## config.mk

```make
export PLATFORM = sky130hd
export DESIGN_NAME = avg_sched
export DESIGN_NICKNAME = d
export VERILOG_FILES = /design/src/rtl/avg_sched_pkg.sv /design/src/rtl/avg_sched_tick_gen.sv /design/src/rtl/avg_sched.sv
export SDC_FILE = /design/constraint.sdc
export NUM_CORES = 1
export LEC_CHECK = 0
export CELL_PAD_IN_SITES_DETAIL_PLACEMENT = 1
export CELL_PAD_IN_SITES_GLOBAL_PLACEMENT = 1
export CORE_AREA = 2 2 110 112
export CTS_CLUSTER_DIAMETER = 50
export CTS_CLUSTER_SIZE = 12
export DETAILED_ROUTE_END_ITERATION = 6
export DIE_AREA = 0 0 112 114
export HOLD_SLACK_MARGIN = 0.1
export MAX_ROUTING_LAYER = met4
export PLACE_DENSITY = 0.76
export SLEW_MARGIN = 20
export SYNTH_ARGS = -nofsm -noshare
export SYNTH_HDL_FRONTEND = slang
export SYNTH_SLANG_ARGS = --single-unit
```

## constraint.sdc

```tcl
create_clock -name clk -period 3 [get_ports clk]
set_input_delay 0.3 -clock clk [delete_from_list [all_inputs] [get_ports clk]]
set_output_delay 0.3 -clock clk [all_outputs]
set_load 0.01 [all_outputs]
```

## src/rtl/avg_sched_pkg.sv

```systemverilog
// Shared types and defaults for the SMA/EMA sample scheduler.
// Optional timeout path is enabled by AVG_SCHED_TIMEOUT_EN.
package avg_sched_pkg;

  typedef enum logic [1:0] {
    IDLE,
    LAUNCH,
    WAIT,
    REPORT
  } state_t;

  localparam int TICK_COUNT_DEF = 50_000_000;
  localparam int TIMEOUT_DEF    = 255;
  localparam int OVR_W          = 8;

endpackage

```

## src/rtl/avg_sched_tick_gen.sv

```systemverilog
// Free-running timebase: one-cycle registered tick per period.
// Counter width follows TICK_COUNT.
module tick_gen
  import avg_sched_pkg::*;
#(
  parameter int TICK_COUNT = TICK_COUNT_DEF
) (
  input  logic clk,
  input  logic rst,
  output logic tick
);

  localparam int W = $clog2(TICK_COUNT);
  localparam logic [W-1:0] LAST = W'(TICK_COUNT - 1);

  logic [W-1:0] cnt;

  always_ff @(posedge clk) begin
    if (rst) begin
      cnt  <= '0;
      tick <= 1'b0;
    end else begin
      tick <= (cnt == LAST);
      cnt  <= (cnt == LAST) ? '0 : cnt + 1'b1;
    end
  end

endmodule

```

## src/rtl/avg_sched.sv

```systemverilog
// Sample scheduler launching SMA/EMA cores per tick and merging results.
// Define AVG_SCHED_TIMEOUT_EN to enable the WAIT timeout/abort path.
module avg_sched
  import avg_sched_pkg::*;
#(
  parameter int DATA_W     = 8,
  parameter int TICK_COUNT = TICK_COUNT_DEF,
  parameter int TIMEOUT    = TIMEOUT_DEF
) (
  input  logic              clk,
  input  logic              rst,
  input  logic              en,
  input  logic [DATA_W-1:0] sample_in,
  output logic              sma_start,
  output logic              ema_start,
  output logic [DATA_W-1:0] sma_din,
  output logic [DATA_W-1:0] ema_din,
  input  logic              sma_done,
  input  logic              ema_done,
  input  logic [DATA_W-1:0] sma_result,
  input  logic [DATA_W-1:0] ema_result,
  output logic              res_valid,
  output logic [DATA_W-1:0] res_sma,
  output logic [DATA_W-1:0] res_ema,
  output logic [DATA_W:0]   res_diff,
  output logic              busy,
  output logic [OVR_W-1:0]  overrun_cnt,
  output logic              err_timeout
);

  state_t state;
  logic   tick;

  logic              sma_f;
  logic              ema_f;
  logic [DATA_W-1:0] sma_lat;
  logic [DATA_W-1:0] ema_lat;

  logic              sma_hit;
  logic              ema_hit;
  logic              both;
  logic [DATA_W-1:0] sma_v;
  logic [DATA_W-1:0] ema_v;
  logic [DATA_W:0]   diff_n;

  tick_gen #(
    .TICK_COUNT(TICK_COUNT)
  ) u_tick (
    .clk (clk),
    .rst (rst),
    .tick(tick)
  );

  // Only the first done per core in WAIT counts.
  assign sma_hit = (state == WAIT) && sma_done && !sma_f;
  assign ema_hit = (state == WAIT) && ema_done && !ema_f;
  assign sma_v   = sma_hit ? sma_result : sma_lat;
  assign ema_v   = ema_hit ? ema_result : ema_lat;
  assign both    = (sma_f || sma_hit) && (ema_f || ema_hit);
  assign diff_n  = {1'b0, sma_v} - {1'b0, ema_v};
  assign busy    = (state != IDLE);

`ifdef AVG_SCHED_TIMEOUT_EN
  localparam int TW = $clog2(TIMEOUT + 1);
  localparam logic [TW-1:0] TO_LAST = TW'(TIMEOUT - 1);
  logic [TW-1:0] tocnt;
`else
  logic unused_cfg;
  assign unused_cfg  = (TIMEOUT > 0);
  assign err_timeout = 1'b0;
`endif

  always_ff @(posedge clk) begin
    if (rst) begin
      state       <= IDLE;
      sma_start   <= 1'b0;
      ema_start   <= 1'b0;
      sma_din     <= '0;
      ema_din     <= '0;
      res_valid   <= 1'b0;
      res_sma     <= '0;
      res_ema     <= '0;
      res_diff    <= '0;
      overrun_cnt <= '0;
      sma_f       <= 1'b0;
      ema_f       <= 1'b0;
      sma_lat     <= '0;
      ema_lat     <= '0;
`ifdef AVG_SCHED_TIMEOUT_EN
      tocnt       <= '0;
      err_timeout <= 1'b0;
`endif
    end else begin
      sma_start <= 1'b0;
      ema_start <= 1'b0;
      res_valid <= 1'b0;
      if (tick && state != IDLE && overrun_cnt != '1)
        overrun_cnt <= overrun_cnt + 1'b1;
      unique case (state)
        IDLE: begin
          if (tick && en) begin
            sma_din   <= sample_in;
            ema_din   <= sample_in;
            sma_start <= 1'b1;
            ema_start <= 1'b1;
            state     <= LAUNCH;
          end
        end
        LAUNCH: begin
          sma_f <= 1'b0;
          ema_f <= 1'b0;
`ifdef AVG_SCHED_TIMEOUT_EN
          tocnt <= '0;
`endif
          state <= WAIT;
        end
        WAIT: begin
          if (sma_hit) begin
            sma_f   <= 1'b1;
            sma_lat <= sma_result;
          end
          if (ema_hit) begin
            ema_f   <= 1'b1;
            ema_lat <= ema_result;
          end
          if (both) begin
            res_valid <= 1'b1;
            res_sma   <= sma_v;
            res_ema   <= ema_v;
            res_diff  <= diff_n;
            state     <= REPORT;
          end
`ifdef AVG_SCHED_TIMEOUT_EN
          else if (tocnt == TO_LAST) begin
            err_timeout <= 1'b1;
            state       <= IDLE;
          end else begin
            tocnt <= tocnt + 1'b1;
          end
`endif
        end
        REPORT: state <= IDLE;
        default: state <= IDLE;
      endcase
    end
  end

endmodule

```

After elaboration in Yosys (flattened, before gate mapping). Index checks and enable logic that the tools add are counted.

Bits in registers: 90.

$add $sub $neg: 3. Equality and inequality tests: 9. Reductions and logical operators: 23. Multiplexer cells: 11. Bitwise operators: 2.

Operator list (count): adder 26 x 1 -> 26 bit, second input constant (1); == test 26 bit, second input constant (1); 2-to-1 mux 8 bit (2); AND reduction 2 bit (5); subtractor 8 x 8 -> 9 bit (1); adder 8 x 1 -> 8 bit, second input constant (1); logical AND 1 bit (8); != test 2 bit, second input constant (4); != test 8 bit, second input constant (1); case mux 2 bit (4 select lines) (1); OR reduction 2 bit (3); == test 2 bit, second input constant (2); 2-to-1 mux 1 bit (4); 2-to-1 mux 2 bit (2); case mux 1 bit (2 select lines) (2); nonzero test 2 bit (2); == test 2 x 1 -> 1 bit, second input constant (1); zero test 1 bit (2); zero test 2 bit (1); logical OR 1 bit (2); NOT 1 bit (2).

Logic depth before layout (Yosys ltp). Gate-level depths: netlist of run 1.

Depth after elaboration: 7. Depth in mapped cells: 14.

Modules after synthesis. Synthesis of run 1 repeated with hierarchy kept, for this count alone.

Cells, all modules: 451. Area total of the unflattened synthesis: 4010.1 um^2.

By module, submodules not included: avg_sched (cells an instance 310, instances 1, area an instance 2753.9 um^2); tick_gen (cells an instance 141, instances 1, area an instance 1256.2 um^2).

Worst setup path before layout of run 1. OpenSTA, ideal clock, no wires.

Path type: register to register. From: register state[0]. To: register res_diff[7]. Setup time: 0.079 ns. Setup slack: 0.178 ns. Cell stages (with the launch flop): 13. Buffers on the path: 1. Arrival time: 2.743 ns. Data required time: 2.921 ns. Cells stage by stage: dfxtp_1 -> inv_1 -> ha_1 -> nand3b_1 -> buf_4 -> mux2i_1 -> inv_1 -> ha_1 -> a21o_1 -> maj3_2 -> a2111oi_2 -> nor3_1 -> a211oi_2.

Elaborated cells on any way between the ends: 12.

RTL lines: start, declared (line avg_sched.sv:31) `state_t state;`; start signal, assigned (line avg_sched.sv:75) `state <= IDLE;`; start signal, assigned (line avg_sched.sv:106) `state <= LAUNCH;`; start signal, assigned (line avg_sched.sv:115) `state <= WAIT;`; == test 2 bit (line avg_sched.sv:55) `assign sma_hit = (state == WAIT) && sma_done && !sma_f;`; logical AND 1 bit (2 in a row) (line avg_sched.sv:55); 2-to-1 mux 8 bit; net sma_v[1] (line avg_sched.sv:42) `logic [DATA_W-1:0] sma_v;`; subtractor 8 x 8 -> 9 bit (line avg_sched.sv:60) `assign diff_n = {1'b0, sma_v} - {1'b0, ema_v};`; end signal, assigned (line avg_sched.sv:130) `res_diff <= diff_n;`; end, declared (line avg_sched.sv:25) `output logic [DATA_W:0] res_diff,`.

The timed path passes the listed nets, and every way through them passes these cells. A chain may end at the register's enable or synchronous reset.

Worst setup path after layout of run 1.
From: register state[0]. To: register res_diff[4].

Longest elaborated chain between the ends: 6. Elaborated cells on any way between the ends: 12.

Ends and longest elaborated chain (line): == test 2 bit * (avg_sched.sv:55, avg_sched.sv:56, avg_sched.sv:99); branches (longest 5 deep; another with subtractor 8 x 8 -> 9 bit).

Every way passes the cells marked *.

==> flow_summary.json, run 1 <==
{
  "timing.setup.tns_ns": 0,
  "drive_above_1_share_pct": 8.897,
  "antenna-diode-count": 0,
  "mean_routed_wirelength_per_cell_um": 14.62,
  "required_time_of_the_critical_path_ns": 3.17,
  "gr-total-overflow": 0,
  "chipHeight_um": 114,
  "cts-buffers-inserted": 9,
  "synth_enable_flop_cells": 0,
  "outcome": "complete, no violations",
  "holdWs_ns": 0.4590,
  "ant_nets": 0,
  "post_synth_instance_area_um2": 3877,
  "async_reset_ff_share_pct": 0,
  "h-tree-depth": 3,
  "firstDrtPassIters": 4,
  "design.portCount": 83,
  "chipWidth_um": 112,
  "layout.filler_cells": 1374,
  "critical-path-top-delay-family": "adder cells",
  "synthesis.instances": 434,
  "flow.area_growth_from_synthesis_pct": 33.72,
  "vias": 3239,
  "area_taken_by_flip_flops_and_latches_um2": 1803,
  "synth.largest_area_cell": "sky130_fd_sc_hd__dfxtp_1",
  "yosys_warning_total": 0,
  "min-delay-path-class": "flip-flop to flip-flop",
  "power.density_nw_per_um2": 523.4,
  "synth.cells.most_frequent": "90 x sky130_fd_sc_hd__dfxtp_1, 82 x sky130_fd_sc_hd__nor2_1, 33 x sky130_fd_sc_hd__nand2_1",
  "synthesis.nets": 477,
  "clk_transition_reported_paths_ns": 0.06,
  "finalMaxSlewViolations": 0,
  "critical_path.slowest_cell": "sky130_fd_sc_hd__dfxtp_2",
  "first_global_vias": 3450,
  "critical_path.n_buffers_inverters": 2,
  "drc": 0,
  "ys.flop_type": "sky130_fd_sc_hd__dfxtp_1",
  "average_via_count_per_standard_cell": 4.878,
  "final_period_minus_worst_setup_slack_ns": 2.857,
  "final_critical_path_setup_slack_ns": 0.1425,
  "clock_tree_root_driver_cell": "sky130_fd_sc_hd__clkbuf_16",
  "clock-sinks": 90,
  "worst-endpoint-arrival_ns": 3.03,
  "design.core.area_um2": 11710,
  "yosys.cell_count.top_type": "sky130_fd_sc_hd__dfxtp_1",
  "postRouteWirelength_mm": 9.706,
  "grt_first_pass_wirelength_mm": 16.35,
  "number_of_antenna_violations_at_the_first_check_in_global_routing": 0,
  "drv_cap": 0,
  "postSynthAreaPerCell_um2": 8.934,
  "report.power.total_mw": 2.714,
  "synthDominantCellAreaShare_pct": 46.47,
  "post_cts_hold_buffer_count": 0,
  "largest_net_degree_at_the_start_of_global_routing": 49,
  "timing.critical_path.mode_cell": "sky130_fd_sc_hd__inv_1",
  "synth_cell_types": 47,
  "final-hold-violation-count": 0,
  "worst_setup_path_start_kind": "flip-flop",
  "yosysSeqAreaShare_pct": 46.47,
  "initial_core_util_pct": 33.11,
  "rows": 40,
  "critical_path_max_stage_delay_ns": 0.34,
  "clock_latency_ns": 0.33,
  "placement.io_buffers": 81,
  "finClkSkew_ns": 0.006114,
  "multi_input_comb_area_um2": 1897,
  "timing.critical_path.cells": "inv_1 -> ha_4 -> nand3b_1 -> mux2i_2 -> ha_2 -> fa_2 -> inv_1 -> a211o_1 -> a32o_1 -> or3_1 -> nand3_1 -> a21oi_1",
  "max-vdd-ir-drop_v": 0.0002658,
  "post-dp-hpwl_mm": 7.135,
  "p_leak_nw": 2.010,
  "tritoncts": "yes",
  "flip_flop_and_latch_count_after_synthesis": 90,
  "period_share_pct": 95.25,
  "finalWeightedCongestion": 0.7820,
  "end_kind": "flip-flop",
  "timing.fmax_ghz": 0.3500,
  "floorplan.die_area_um2": 12770,
  "timing.critical_path.fanout_max": 3,
  "place_ws_ns": -0.02223,
  "slew_headroom_pct": 42.13,
  "criticalPathCategory": "flip-flop to flip-flop",
  "clock_tree.buffer_depth": 2,
  "synth_area_leaders": "sky130_fd_sc_hd__dfxtp_1 46%, sky130_fd_sc_hd__nor2_1 7.9%, sky130_fd_sc_hd__xor2_1 4.7%",
  "timing_worst_slew_pin_value_ns": 0.8681,
  "finalSetupViolCount": 0,
  "global_route.usage.total_pct": 16.26,
  "drt-initial-drc-count": 136,
  "nets": 557
}
power by group:
part | total (mW) | internal [mW] | switching (mW)
registers | 1.23 | 1.22 | 0.0149
clock network | 1.17 | 0.742 | 0.430
logic | 0.308 | 0.146 | 0.162
total | 2.71 | 2.11 | 0.607
kinds of logic (layout without fill, tap and decap cells):
kind of cell	Yosys count	count (layout)	share of synthesized area, %
simple gates	174	174	20.59
flops	90	90	46.47
compound gates	61	61	10.42
buf+inv	44	127	5.518
xor+xnor	33	33	7.454
mux	16	16	4.453
fa+ha+maj	15	15	5.002
other cells	1	1	0.09671
state kept, by name (all words and copies together), names as in the netlist, 2 cells and up:
signal / flops
ema_din: 8
ema_lat: 8
overrun_cnt: 8
res_diff: 9
res_ema: 8
res_sma: 8
sma_lat: 8
state: 2
u_tick.cnt: 26
layer usage:
metal / GRT usage [%] / part of all wire (%)
met5: - / 0
met4: 6.504 / 2.0
met1: 18.57 / 44
met3: 4.304 / 4.6
met2: 27.39 / 49
repair_timing:
| item | CTS | global route |
|---|---|---|
| resized for setup | 0 | 10 |
| setup buffers | 0 | 2 |
| setup endpoints to repair | 0 | 4 |
per-stage QoR:
step | cells | area, µm² | utilization, %
5_1_grt | 664 | 5185 | 44.27
6_report | 664 | 5185 | 44.27
3_3_place_gp | 648 | 4825 | 41.20
4_1_cts | 662 | 5132 | 43.82
2_1_floorplan | 434 | 3877 | -
3_5_place_dp | 648 | 4825 | 41.20
final cells by class:
cell class | instances | share of cell area, %
timing repair buffer | 98 | 18.07
clock inverter | 3 | 1.255
sequential | 90 | 34.77
tap | 147 | 3.547
inverter | 15 | 1.086
multi-input combinational | 300 | 36.58
clock buffer | 11 | 4.681
cell usage in the layout, fill, tap and decap left out, types with 3 or more instances in the layout:
| master | count |
|---|---|
| sky130_fd_sc_hd__nand3_1 | 14 |
| sky130_fd_sc_hd__nand3b_1 | 3 |
| sky130_fd_sc_hd__a21o_1 | 4 |
| sky130_fd_sc_hd__clkdlybuf4s50_1 | 80 |
| sky130_fd_sc_hd__nand2_1 | 33 |
| sky130_fd_sc_hd__mux2i_1 | 12 |
| sky130_fd_sc_hd__nor3_1 | 5 |
| sky130_fd_sc_hd__buf_4 | 16 |
| sky130_fd_sc_hd__nor2_1 | 81 |
| sky130_fd_sc_hd__nand4_1 | 9 |
| sky130_fd_sc_hd__inv_1 | 15 |
| sky130_fd_sc_hd__a211oi_1 | 22 |
| sky130_fd_sc_hd__or3_1 | 5 |
| sky130_fd_sc_hd__dfxtp_1 | 89 |
| sky130_fd_sc_hd__ha_1 | 11 |
| sky130_fd_sc_hd__xor2_1 | 21 |
| sky130_fd_sc_hd__clkbuf_16 | 9 |
| sky130_fd_sc_hd__xnor2_1 | 12 |
| sky130_fd_sc_hd__and3_1 | 7 |
| sky130_fd_sc_hd__a21oi_1 | 20 |
| sky130_fd_sc_hd__o21ai_0 | 5 |
| sky130_fd_sc_hd__mux2i_2 | 3 |
final timing paths:
check	startpoint	to	slack [ns]	depth (start not counted)
max	state[0]	res_diff[4]	0.14	12
min	u_tick.cnt[0]	u_tick.cnt[0]	0.46	1
min reg2reg	u_tick.cnt[0]	u_tick.cnt[0]	0.46	1
max reg2reg	state[0]	res_diff[4]	0.14	12
Note: power is estimated with default switching activity, not from simulation.
==> run 2: changes to the inputs <==
==> config.mk (replaced) <==
export PLATFORM = sky130hd
export DESIGN_NAME = avg_sched
export DESIGN_NICKNAME = d
export VERILOG_FILES = /design/src/rtl/avg_sched_pkg.sv /design/src/rtl/avg_sched_tick_gen.sv /design/src/rtl/avg_sched.sv
export SDC_FILE = /design/constraint.sdc
export NUM_CORES = 1
export LEC_CHECK = 0
export CAP_MARGIN = 20
export CORE_AREA = 2 2 95 97
export CTS_CLUSTER_DIAMETER = 50
export CTS_CLUSTER_SIZE = 12
export DETAILED_ROUTE_END_ITERATION = 6
export DIE_AREA = 0 0 97 99
export HOLD_SLACK_MARGIN = 0.1
export MAX_ROUTING_LAYER = met4
export PLACE_DENSITY = 0.77
export SLEW_MARGIN = 20
export SYNTH_ARGS = -nofsm -noshare
export SYNTH_HDL_FRONTEND = slang
export SYNTH_SLANG_ARGS = --single-unit
==> run 2 against run 1 <==
Final area shrank 3.4%. Final cell count shrank 6.2%. Die area down 25%. Combinational power down 4%. Utilization rose by 14 points. First-iteration DRC count down 30%. Global-route usage up 1.8 points. Power shrank 14%. Clock-buffer cell count did not move. Critical path type unchanged. Largest cell class unchanged.
==> flow_summary.json, run 2 (synthesis gave the netlist of run 1 again) <==
{
  "reg.largest.list": "u_tick.cnt (26), res_diff (9)",
  "mean_routed_wirelength_per_cell_um": 13.34,
  "finalWeightedCongestion": 0.8877,
  "required_time_of_the_critical_path_ns": 3.21,
  "cts-buffers-inserted": 9,
  "power.density_nw_per_um2": 466.8,
  "min-delay-path-class": "flip-flop to flip-flop",
  "finalMaxSlewViolations": 0,
  "final_period_minus_worst_setup_slack_ns": 2.833,
  "final_common_cell": "sky130_fd_sc_hd__dfxtp_1",
  "first_global_vias": 3093,
  "vias": 3186,
  "slew_headroom_pct": 56.49,
  "ant_nets": 0,
  "final_core_density_pct": 58.57,
  "gr-total-overflow": 0,
  "h-tree-depth": 3,
  "floorplan.die_area_um2": 9603,
  "largest_register_ffs": 26,
  "max-vdd-ir-drop_v": 0.0002449,
  "timing.fmax_ghz": 0.3530,
  "nets": 553,
  "stdcell_area_um2": 5009,
  "outcome": "complete, no violations",
  "final-hold-violation-count": 0,
  "flow.area_growth_from_synthesis_pct": 29.17,
  "design.portCount": 83,
  "largest_net_degree_at_the_start_of_global_routing": 45,
  "clock_latency_ns": 0.36,
  "average_via_count_per_standard_cell": 5.114,
  "dpl-instance-area_um2": 4753,
  "report.power.total_mw": 2.338,
  "chipWidth_um": 97,
  "worst-endpoint-arrival_ns": 3.04,
  "rows": 34,
  "timing.setup.tns_ns": 0,
  "postRouteWirelength_mm": 8.313,
  "clk_transition_reported_paths_ns": 0.09,
  "worst_setup_path_start_kind": "flip-flop",
  "final_critical_path_setup_slack_ns": 0.1670,
  "drv_cap": 0,
  "finalSetupViolCount": 0,
  "p_leak_nw": 1.914,
  "timing_worst_slew_pin_value_ns": 0.6526,
  "holdWs_ns": 0.4457,
  "firstDrtPassIters": 4,
  "tritoncts": "yes",
  "final_cell_count_no_fill": 623,
  "area_taken_by_flip_flops_and_latches_um2": 1802,
  "number_of_antenna_violations_at_the_first_check_in_global_routing": 0,
  "layout.filler_cells": 744,
  "clock_tree_root_driver_cell": "sky130_fd_sc_hd__clkbuf_8",
  "drc": 0,
  "post-dp-hpwl_mm": 5.933,
  "drive_above_1_share_pct": 8.350,
  "grt_setup_unrepaired": "false",
  "finClkSkew_ns": 0.01094,
  "antenna-diode-count": 0,
  "period_share_pct": 94.43,
  "place_ws_ns": -0.01966,
  "clock-sinks": 90,
  "global_route.usage.total_pct": 18.02,
  "regMostFlops": "u_tick.cnt",
  "end_kind": "flip-flop",
  "initial_core_util_pct": 45.35,
  "drt-initial-drc-count": 95,
  "placement.io_buffers": 81,
  "chipHeight_um": 99,
  "criticalPathCategory": "flip-flop to flip-flop",
  "final_cell_mix": "90 x sky130_fd_sc_hd__dfxtp_1, 81 x sky130_fd_sc_hd__nor2_1, 80 x sky130_fd_sc_hd__clkdlybuf4s50_1, 33 x sky130_fd_sc_hd__nand2_1, 22 x sky130_fd_sc_hd__a211oi_1",
  "grt_first_pass_wirelength_mm": 14.00,
  "dpl.cell_count": 606,
  "clock_tree.buffer_depth": 2,
  "design.core.area_um2": 8551,
  "timing.critical_path.fanout_max": 5,
  "multi_input_comb_area_um2": 1913
}
[run 2: cell types whose count changed in the layout (fill, tap and decap cells not counted), moves of 2 or more]
cell and delta:
sky130_fd_sc_hd__clkinv_4 +2, sky130_fd_sc_hd__buf_4 -4, sky130_fd_sc_hd__mux2i_2 +2, sky130_fd_sc_hd__clkbuf_8 +8, sky130_fd_sc_hd__mux2i_1 -3, sky130_fd_sc_hd__clkbuf_16 -9
[run 2: per-layer routing]
metal	global-route usage (%)	share of wire, %	up-vias
met1	21.94	45	1465
met3	4.965	5.3	16
met5	-	0	-
met4	7.367	1.7	0
li1	-	-	1612
met2	28.37	48	93
[run 2: cell type report]
class	instances	share of cell area, %
Clock buffer	11	2.623
Clock inverter	5	1.274
Inverter	15	1.124
Timing Repair Buffer	94	18.11
Sequential cell	90	35.97
Multi-Input combinational cell	300	38.20
Tap cell	108	2.698
[run 2: worst paths after layout]
| path | from | endpoint | slack (ns) | cells after the start |
|---|---|---|---|---|
| worst min register to register | u_tick.cnt[0] | u_tick.cnt[0] | 0.45 | 1 |
| worst min-delay path | u_tick.cnt[0] | u_tick.cnt[0] | 0.45 | 1 |
| worst max-delay path | state[0] | res_diff[4] | 0.17 | 13 |
| worst max register to register | state[0] | res_diff[4] | 0.17 | 13 |
[run 2: timing repair]
item | in CTS | in global routing
setup buffers | 0 | 1
hold buffers | 0 | 0
resized for setup | 0 | 11
setup endpoints to repair | 0 | 3
[run 2: power by group]
part           switching, mW  leakage, nW  internal (mW)
sequential            0.0136        0.725           1.22
clock                  0.421       0.0941          0.392
combinational          0.152         1.09          0.144
[run 2: critical path: stages, from the launching register on]
cell and delay, ns:
sky130_fd_sc_hd__dfxtp_1 0.33, sky130_fd_sc_hd__inv_1 0.11, sky130_fd_sc_hd__ha_2 0.23, sky130_fd_sc_hd__nand3b_1 0.25
sky130_fd_sc_hd__mux2i_1 0.21, sky130_fd_sc_hd__inv_1 0.07, sky130_fd_sc_hd__ha_1 0.19, sky130_fd_sc_hd__fa_2 0.25
sky130_fd_sc_hd__inv_1 0.05, sky130_fd_sc_hd__a211o_1 0.21, sky130_fd_sc_hd__a32o_1 0.29, sky130_fd_sc_hd__or3_1 0.33
sky130_fd_sc_hd__nand3_1 0.09, sky130_fd_sc_hd__a21oi_1 0.06
